`config.mk`:
```
export PLATFORM = sky130hd
export DESIGN_NAME = pipelined_cla_addsub
export DESIGN_NICKNAME = d
export VERILOG_FILES = /design/src/rtl/pipelined_cla_addsub.sv
export SDC_FILE = /design/constraint.sdc
export NUM_CORES = 1
export LEC_CHECK = 0
export CORE_AREA = 10 10 137 164
export CTS_CLUSTER_SIZE = 8
export DETAILED_ROUTE_END_ITERATION = 10
export DIE_AREA = 0 0 147 174
export PLACE_DENSITY_LB_ADDON = 0.05
export REMOVE_ABC_BUFFERS = 1
export SYNTH_ARGS = -nofsm -noshare
export SYNTH_HDL_FRONTEND = slang
export SYNTH_SLANG_ARGS = --single-unit
```
`constraint.sdc`:
```
create_clock -name clock -period 4.1 [get_ports clock]
set_clock_uncertainty 0.2 [all_clocks]
set_input_delay 0.41 -clock clock [delete_from_list [all_inputs] [get_ports clock]]
set_output_delay 0.41 -clock clock [all_outputs]
set_load 0.02 [all_outputs]
```
`src/rtl/pipelined_cla_addsub.sv`:
```
// Pipelined add/sub with optional signed saturation. Each stage resolves one BLOCK-bit slice
// and hands its carry on; a final output register applies saturation and forms the flags.
module pipelined_cla_addsub #(
  parameter int unsigned WIDTH = 32,
  parameter int unsigned BLOCK = 8
) (
  input  logic             clock,
  input  logic             reset,
  input  logic             in_valid,
  output logic             in_ready,
  input  logic [WIDTH-1:0] data_A,
  input  logic [WIDTH-1:0] data_B,
  input  logic [1:0]       op,
  output logic             out_valid,
  input  logic             out_ready,
  output logic [WIDTH-1:0] out,
  output logic             carry,
  output logic             overflow,
  output logic             zero
);

  localparam int unsigned NSTG = WIDTH / BLOCK;
  localparam int unsigned LAST = NSTG - 1;

  logic                        advance;
  logic [NSTG-1:0]             vld_q, vld_d;
  logic [NSTG-1:0][1:0]        op_q, op_d;
  logic [NSTG-1:0][WIDTH-1:0]  a_q, a_d, b_q, b_d, s_q, s_d, s_in;
  logic [NSTG-1:0]             c_q, c_d, c_in;

  logic             out_valid_q, out_valid_d;
  logic [WIDTH-1:0] out_q, out_d;
  logic             carry_q, carry_d, ovf_q, ovf_d, zero_q, zero_d;
  logic             msb_cin, sat;
  logic             unused_last;

  assign advance  = !out_valid_q || out_ready;
  assign in_ready = advance;

  // Stage k consumes what stage k-1 registered; stage 0 consumes the port (B pre-inverted for sub).
  always_comb begin
    vld_d   = '0;
    op_d    = '0;
    a_d     = '0;
    b_d     = '0;
    s_in    = '0;
    c_in    = '0;
    vld_d[0] = in_valid;
    op_d[0]  = op;
    a_d[0]   = data_A;
    b_d[0]   = op[0] ? ~data_B : data_B;
    c_in[0]  = op[0];
    for (int unsigned k = 1; k < NSTG; k++) begin
      vld_d[k] = vld_q[k-1];
      op_d[k]  = op_q[k-1];
      a_d[k]   = a_q[k-1];
      b_d[k]   = b_q[k-1];
      s_in[k]  = s_q[k-1];
      c_in[k]  = c_q[k-1];
    end
  end

  always_comb begin
    logic [BLOCK-1:0] a_sl;
    logic [BLOCK-1:0] b_sl;
    logic [BLOCK:0]   gen_sum;
    logic             prop;
    a_sl    = '0;
    b_sl    = '0;
    gen_sum = '0;
    prop    = 1'b0;
    s_d     = '0;
    c_d     = '0;
    for (int unsigned k = 0; k < NSTG; k++) begin
      a_sl    = a_d[k][k*BLOCK +: BLOCK];
      b_sl    = b_d[k][k*BLOCK +: BLOCK];
      gen_sum = {1'b0, a_sl} + {1'b0, b_sl};
      prop    = &(a_sl ^ b_sl);
      s_d[k]  = s_in[k];
      s_d[k][k*BLOCK +: BLOCK] = gen_sum[BLOCK-1:0] + BLOCK'(c_in[k]);
      c_d[k]  = gen_sum[BLOCK] | (prop & c_in[k]);
    end
  end

  // Carry into the MSB is recovered from the MSB sum bit: s = a ^ b ^ cin.
  always_comb begin
    msb_cin     = a_q[LAST][WIDTH-1] ^ b_q[LAST][WIDTH-1] ^ s_q[LAST][WIDTH-1];
    ovf_d       = msb_cin ^ c_q[LAST];
    carry_d     = c_q[LAST];
    sat         = op_q[LAST][1] & ovf_d;
    out_d       = s_q[LAST];
    if (sat) begin
      out_d = a_q[LAST][WIDTH-1] ? {1'b1, {(WIDTH-1){1'b0}}} : {1'b0, {(WIDTH-1){1'b1}}};
    end
    zero_d      = (out_d == '0);
    out_valid_d = vld_q[LAST];
  end

  assign unused_last = ^{a_q[LAST], b_q[LAST], op_q[LAST][0]};

  always_ff @(posedge clock or negedge reset) begin
    if (!reset) begin
      vld_q       <= '0;
      op_q        <= '0;
      a_q         <= '0;
      b_q         <= '0;
      s_q         <= '0;
      c_q         <= '0;
      out_valid_q <= 1'b0;
      out_q       <= '0;
      carry_q     <= 1'b0;
      ovf_q       <= 1'b0;
      zero_q      <= 1'b0;
    end else if (advance) begin
      vld_q       <= vld_d;
      op_q        <= op_d;
      a_q         <= a_d;
      b_q         <= b_d;
      s_q         <= s_d;
      c_q         <= c_d;
      out_valid_q <= out_valid_d;
      out_q       <= out_d;
      carry_q     <= carry_d;
      ovf_q       <= ovf_d;
      zero_q      <= zero_d;
    end
  end

  assign out_valid = out_valid_q;
  assign out       = out_q;
  assign carry     = carry_q;
  assign overflow  = ovf_q;
  assign zero      = zero_q;

endmodule

```
---- Word-level counts from Yosys, hierarchy flattened ----
Index checks and enable logic that the tools add are counted.
cells by class
  reductions and logical operators ........ 7
  multiplexer cells ....................... 3
  add/subtract/negate cells ............... 8
  bitwise operators ....................... 17
operators by type and width
  operator          number
  $mux 32           3
  $add 8x8->9       4
  $add 8x1->8       4
  $logic_not 32->1  1
  $not 32->32       1
  $reduce_and 8->1  4
  $xor 8x8->8       4
  $and 1x1->1       5
  $or 1x1->1        4
  $xor 1x1->1       3
  $logic_not 1->1   1
  $logic_or 1x1->1  1
word-level totals
  register bits after elaboration ......... 388
  output and inout port bits .............. 37
  input port bits ......................... 70

---- Longest topological paths before layout ----
  word-level depth ........................ 6
  mapped depth ............................ 12
  mapped depth without buffers ............ 10

---- Least setup slack after synthesis ----
Ideal clock, no wire load.
  path kind ............................... in2reg
  from .................................... input port op[0]
  to ...................................... register s_q, in the netlist s_d[39]
  cell stages on the path ................. 12
  setup slack ............................. 0.823 ns
  arrival time ............................ 2.925 ns
  required time ........................... 3.747 ns
  path buffers ............................ 2
  path through ............................ clkbuf_1 buf_1 xor2_1 ha_1 inv_1 fa_1 nor2b_1 o21ai_0 a2111oi_0 and2_1 a31o_2 a31oi_1
between the ends
  word-level cells in the longest chain between the ends .. 3
RTL lines
  item                  line  RTL
  from (decl)           13    input logic [1:0] op,
  $mux 32               51    b_d[0] = op[0] ? ~data_B : data_B;
  $add 8x8->9           77    gen_sum = {1'b0, a_sl} + {1'b0, b_sl};
  $add 8x1->8 (*)       80    s_d[k][k*BLOCK +: BLOCK] = gen_sum[BLOCK-1:0] + BLOCK'(c_in[k]);
  to (signal assigned)  107   s_q <= '0;
  to (signal assigned)  119   s_q <= s_d;
  to (decl)             28    logic [NSTG-1:0][WIDTH-1:0] a_q, a_d, b_q, b_d, s_q, s_d, s_in;
Mark *: on every way between the ends. The rest lies on a longest branch, timed or not.
A chain may end at the register's enable or synchronous reset.

---- Worst setup path after layout ----
  from .................................... register a_q, in the netlist a_d[40]
  to ...................................... register s_q, in the netlist s_d[79]
between the ends
  word-level cells in the longest chain between the ends .. 2
RTL lines
  item                    line  RTL
  from (decl)             28
  from (signal assigned)  105   a_q <= '0;
  from (signal assigned)  117   a_q <= a_d;
  $add 8x8->9             77
  $add 8x1->8             80
No other way between the ends.

==> impl_metrics.ini <==
[run_status]
status = complete, no violations

[worst_setup_path]
worst_ep_required_time_ns = 4.26
criticalPathCategory = register to register
start_kind = register
critPathMaxFanout = 3
crit_top_cell = a211o_1
path_cells = ha_1 -> fa_1 -> a211o_1 -> a211o_1 -> a221o_1 -> and4b_1 -> xnor3_1 -> mux2_4
crit_family = compound AO/OA/AOI/OAI gates
critPathMaxStageDelay_ns = 0.42
worst-endpoint-arrival_ns = 3.16
end_kind = register
path_buf_inv = 0
crit_slowest_cell = fa_1
crit_start = a_d[40]
r2r-start = a_d[40]

[global_route]
first_global_vias = 7950
grt_pass1_wl_um = 38000
grt_overflow = 0
gr-usage-all-layers_pct = 17.4
grt_max_degree = 287
antenna_found_initial = 0

[drt]
drtIter0Drc = 424
viasPerCell = 5.19
route.vias.total = 8065
drc = 0
final_antenna_net_count = 0
wirelength_um = 22300
dr.pass1.iters = 5
post_drt_wl_per_cell_um = 14.3

[sta]
hold_viol_final = 0
slew-limit-headroom_pct = 26.9
rsz0062_at_grt = no
maxSlewViolCount = 0
period_share_pct = 73.1
finalSetupViolCount = 0
max_freq_mhz = 334
worst_pin_slew_ns = 1.10
timing.hold.ws_ns = 0.246
min_period_ns = 3.00

[floorplan]
die_x_um = 147
start_util_pct = 55.6
core_area_um2 = 19300
die_h_um = 174
dieArea_um2 = 25600
row_count = 56
ios = 107

[power]
p_leak_nw = 6.14
switching_share_pct = 37.6
switchingPower_w = 0.00408
combPwrFrac_pct = 42.3
p_seq_share_pct = 35.8
powerDensity_nw_per_um2 = 842
ir_drop_uv = 419
clkPwrFrac_pct = 22.0
intPower_w = 0.00677

[placement]
placed_area_um2 = 12000
io_buffers = 106
place.gp.congestion = 0.878
dp_cells = 1517
hpwl_um = 14700

[layout]
finalNetCount = 1408
fillers = 1634
final_core_util_pct = 66.9
area_delta_synth_final_pct = 20.3
drive_gt1_share_pct = 5.18
antenna_cells = 0
fin_area_um2 = 12900
multi_input_area_um2 = 4820
seq_area_um2 = 5660
finalNonFillerCells = 1555

[yosys]
syn_area_um2 = 10700
synthDistinctLibCells = 52
synthCells = 1201
synth_warnings = 0
async_flop_share_pct = 100
yosys_register_bits = 226
synth_edf_count = 0
ys_seq_area_share_pct = 52.8
synth_area_per_cell_um2 = 8.92
synth_top_flop_cell = dfrtp_1

[min_path]
hp-class = input pin to register
worstHoldStart = op[0]

[cts]
htree_num_levels = 2
clkTransAtPathRegs_ns = 0.05
clock_latency_ns = 0.48
clockRootBuffer = clkbuf_16
clockBufferDepth = 3
cts_buffers = 34
cts.sinks = 226
cts_tree = yes

[job]
max_cap_violations = 0
logic make-up (layout without fill, tap and decap cells):
family | after synthesis | in the layout | synth area share (%)
simple gates | 610 | 610 | 23.3
mux | 4 | 4 | 0.444
buf+inv | 66 | 159 | 2.32
flops | 226 | 226 | 52.8
xor+xnor | 63 | 63 | 5.53
fa+ha+maj | 45 | 45 | 5.53
compound gates | 187 | 187 | 10.1
power by group through the flow:
stage	Clock [W]	Combinational (W)	Sequential, W
floorplan	0	0.00330	0.00397
global placement	0	0.00452	0.00388
detailed placement	0	0.00462	0.00391
CTS	0.00244	0.00466	0.00389
global route	0.00253	0.00524	0.00403
finish	0.00238	0.00459	0.00388
cells in the mapped netlist (all sizes together), types with 8 or more instances:
| cell type | count | share of area, % |
|---|---|---|
| a211oi | 8 | 0.56 |
| a21o | 9 | 0.64 |
| a21oi | 50 | 2.3 |
| clkbuf | 56 | 2.0 |
| dfrtp | 226 | 53 |
| ha | 41 | 4.8 |
| nand2 | 502 | 18 |
| nand4 | 13 | 0.76 |
| nor2 | 34 | 1.2 |
| nor4 | 9 | 0.53 |
| o21a | 8 | 0.56 |
| o21ai | 87 | 4.1 |
| xnor2 | 42 | 3.4 |
| xor2 | 18 | 1.5 |
worst min-delay path: stages:
cell	delay, ns
buf_2	0.22
xnor2_1	0.18
o21ai_0	0.06
layout by cell type (no fill, tap or decap), types with 3 or more instances in the layout:
cell	n
dfrtp_1	226
nand3_1	7
inv_1	4
or3_1	4
nand2_1	502
and4b_1	3
nor3_1	7
xnor2_1	42
a21oi_1	50
a2111oi_0	3
nor4b_1	3
buf_4	8
nand2b_1	5
nor4_1	9
a211oi_1	8
and2_1	3
clkdlybuf4s50_1	104
clkbuf_16	35
xnor3_1	3
or3b_2	5
a31o_2	3
and3_1	7
nor2_1	33
fa_1	4
o21a_1	8
o211ai_1	5
o21ai_0	87
ha_1	41
a21o_1	8
a211o_1	4
nand4_1	13
xor2_1	18
registers in the layout, indices dropped and copies added, names as in the netlist, 3 cells and up:
| signal | cells |
|---|---|
| s_q | 32 |
| c_q | 4 |
| out | 32 |
| a_d | 48 |
| s_d | 48 |
| vld_q | 4 |
| b_d | 48 |
| op_d | 3 |
what timing repair did:
action / 4_1_cts / 5_1_grt
hold buffers: 1 / 0
endpoints found under the hold margin: 100 / 0
resized for setup: 0 / 0
setup buffers: 0 / 0
final cells by class:
type / instances / share of cell area (%)
sequential: 226 / 43.9
clock inverter: 2 / 0.136
clock buffer: 35 / 6.79
timing repair buffer: 117 / 9.09
multi-input combinational: 909 / 37.4
inverter: 5 / 0.165
tap: 261 / 2.53
final timing paths:
kind                             end  slack, ns  cells after the start
max                          s_d[79]       1.10                      8
max reg2reg                  s_d[79]       1.10                      8
min in group asynchronous    out[12]       0.36                      2
min                          b_d[62]       0.25                      3
min reg2reg                out_valid       0.25                      1
max in group asynchronous    s_q[97]       2.30                      3
layer usage:
layer | vias to the layer above | track usage (%) | part of all wire [%]
li1 | 4129 | - | -
met1 | 3739 | 22.7 | 46
met2 | 160 | 28.6 | 47
met3 | 37 | 3.92 | 5.2
met4 | 0 | 4.67 | 1.7
met5 | - | 0 | 0
through the flow:
step / TNS [ns] / power [W] / worst slack (ns)
after floorplan: -2185.93 / 0.00728 / -11.63
after global placement: 0 / 0.00840 / 0.822
after detailed placement: 0 / 0.00853 / 0.706
after CTS: 0 / 0.0110 / 1.10
after global routing: 0 / 0.0118 / 0.917
final: 0 / 0.0109 / 1.10
(Power assumes the default switching activity.)
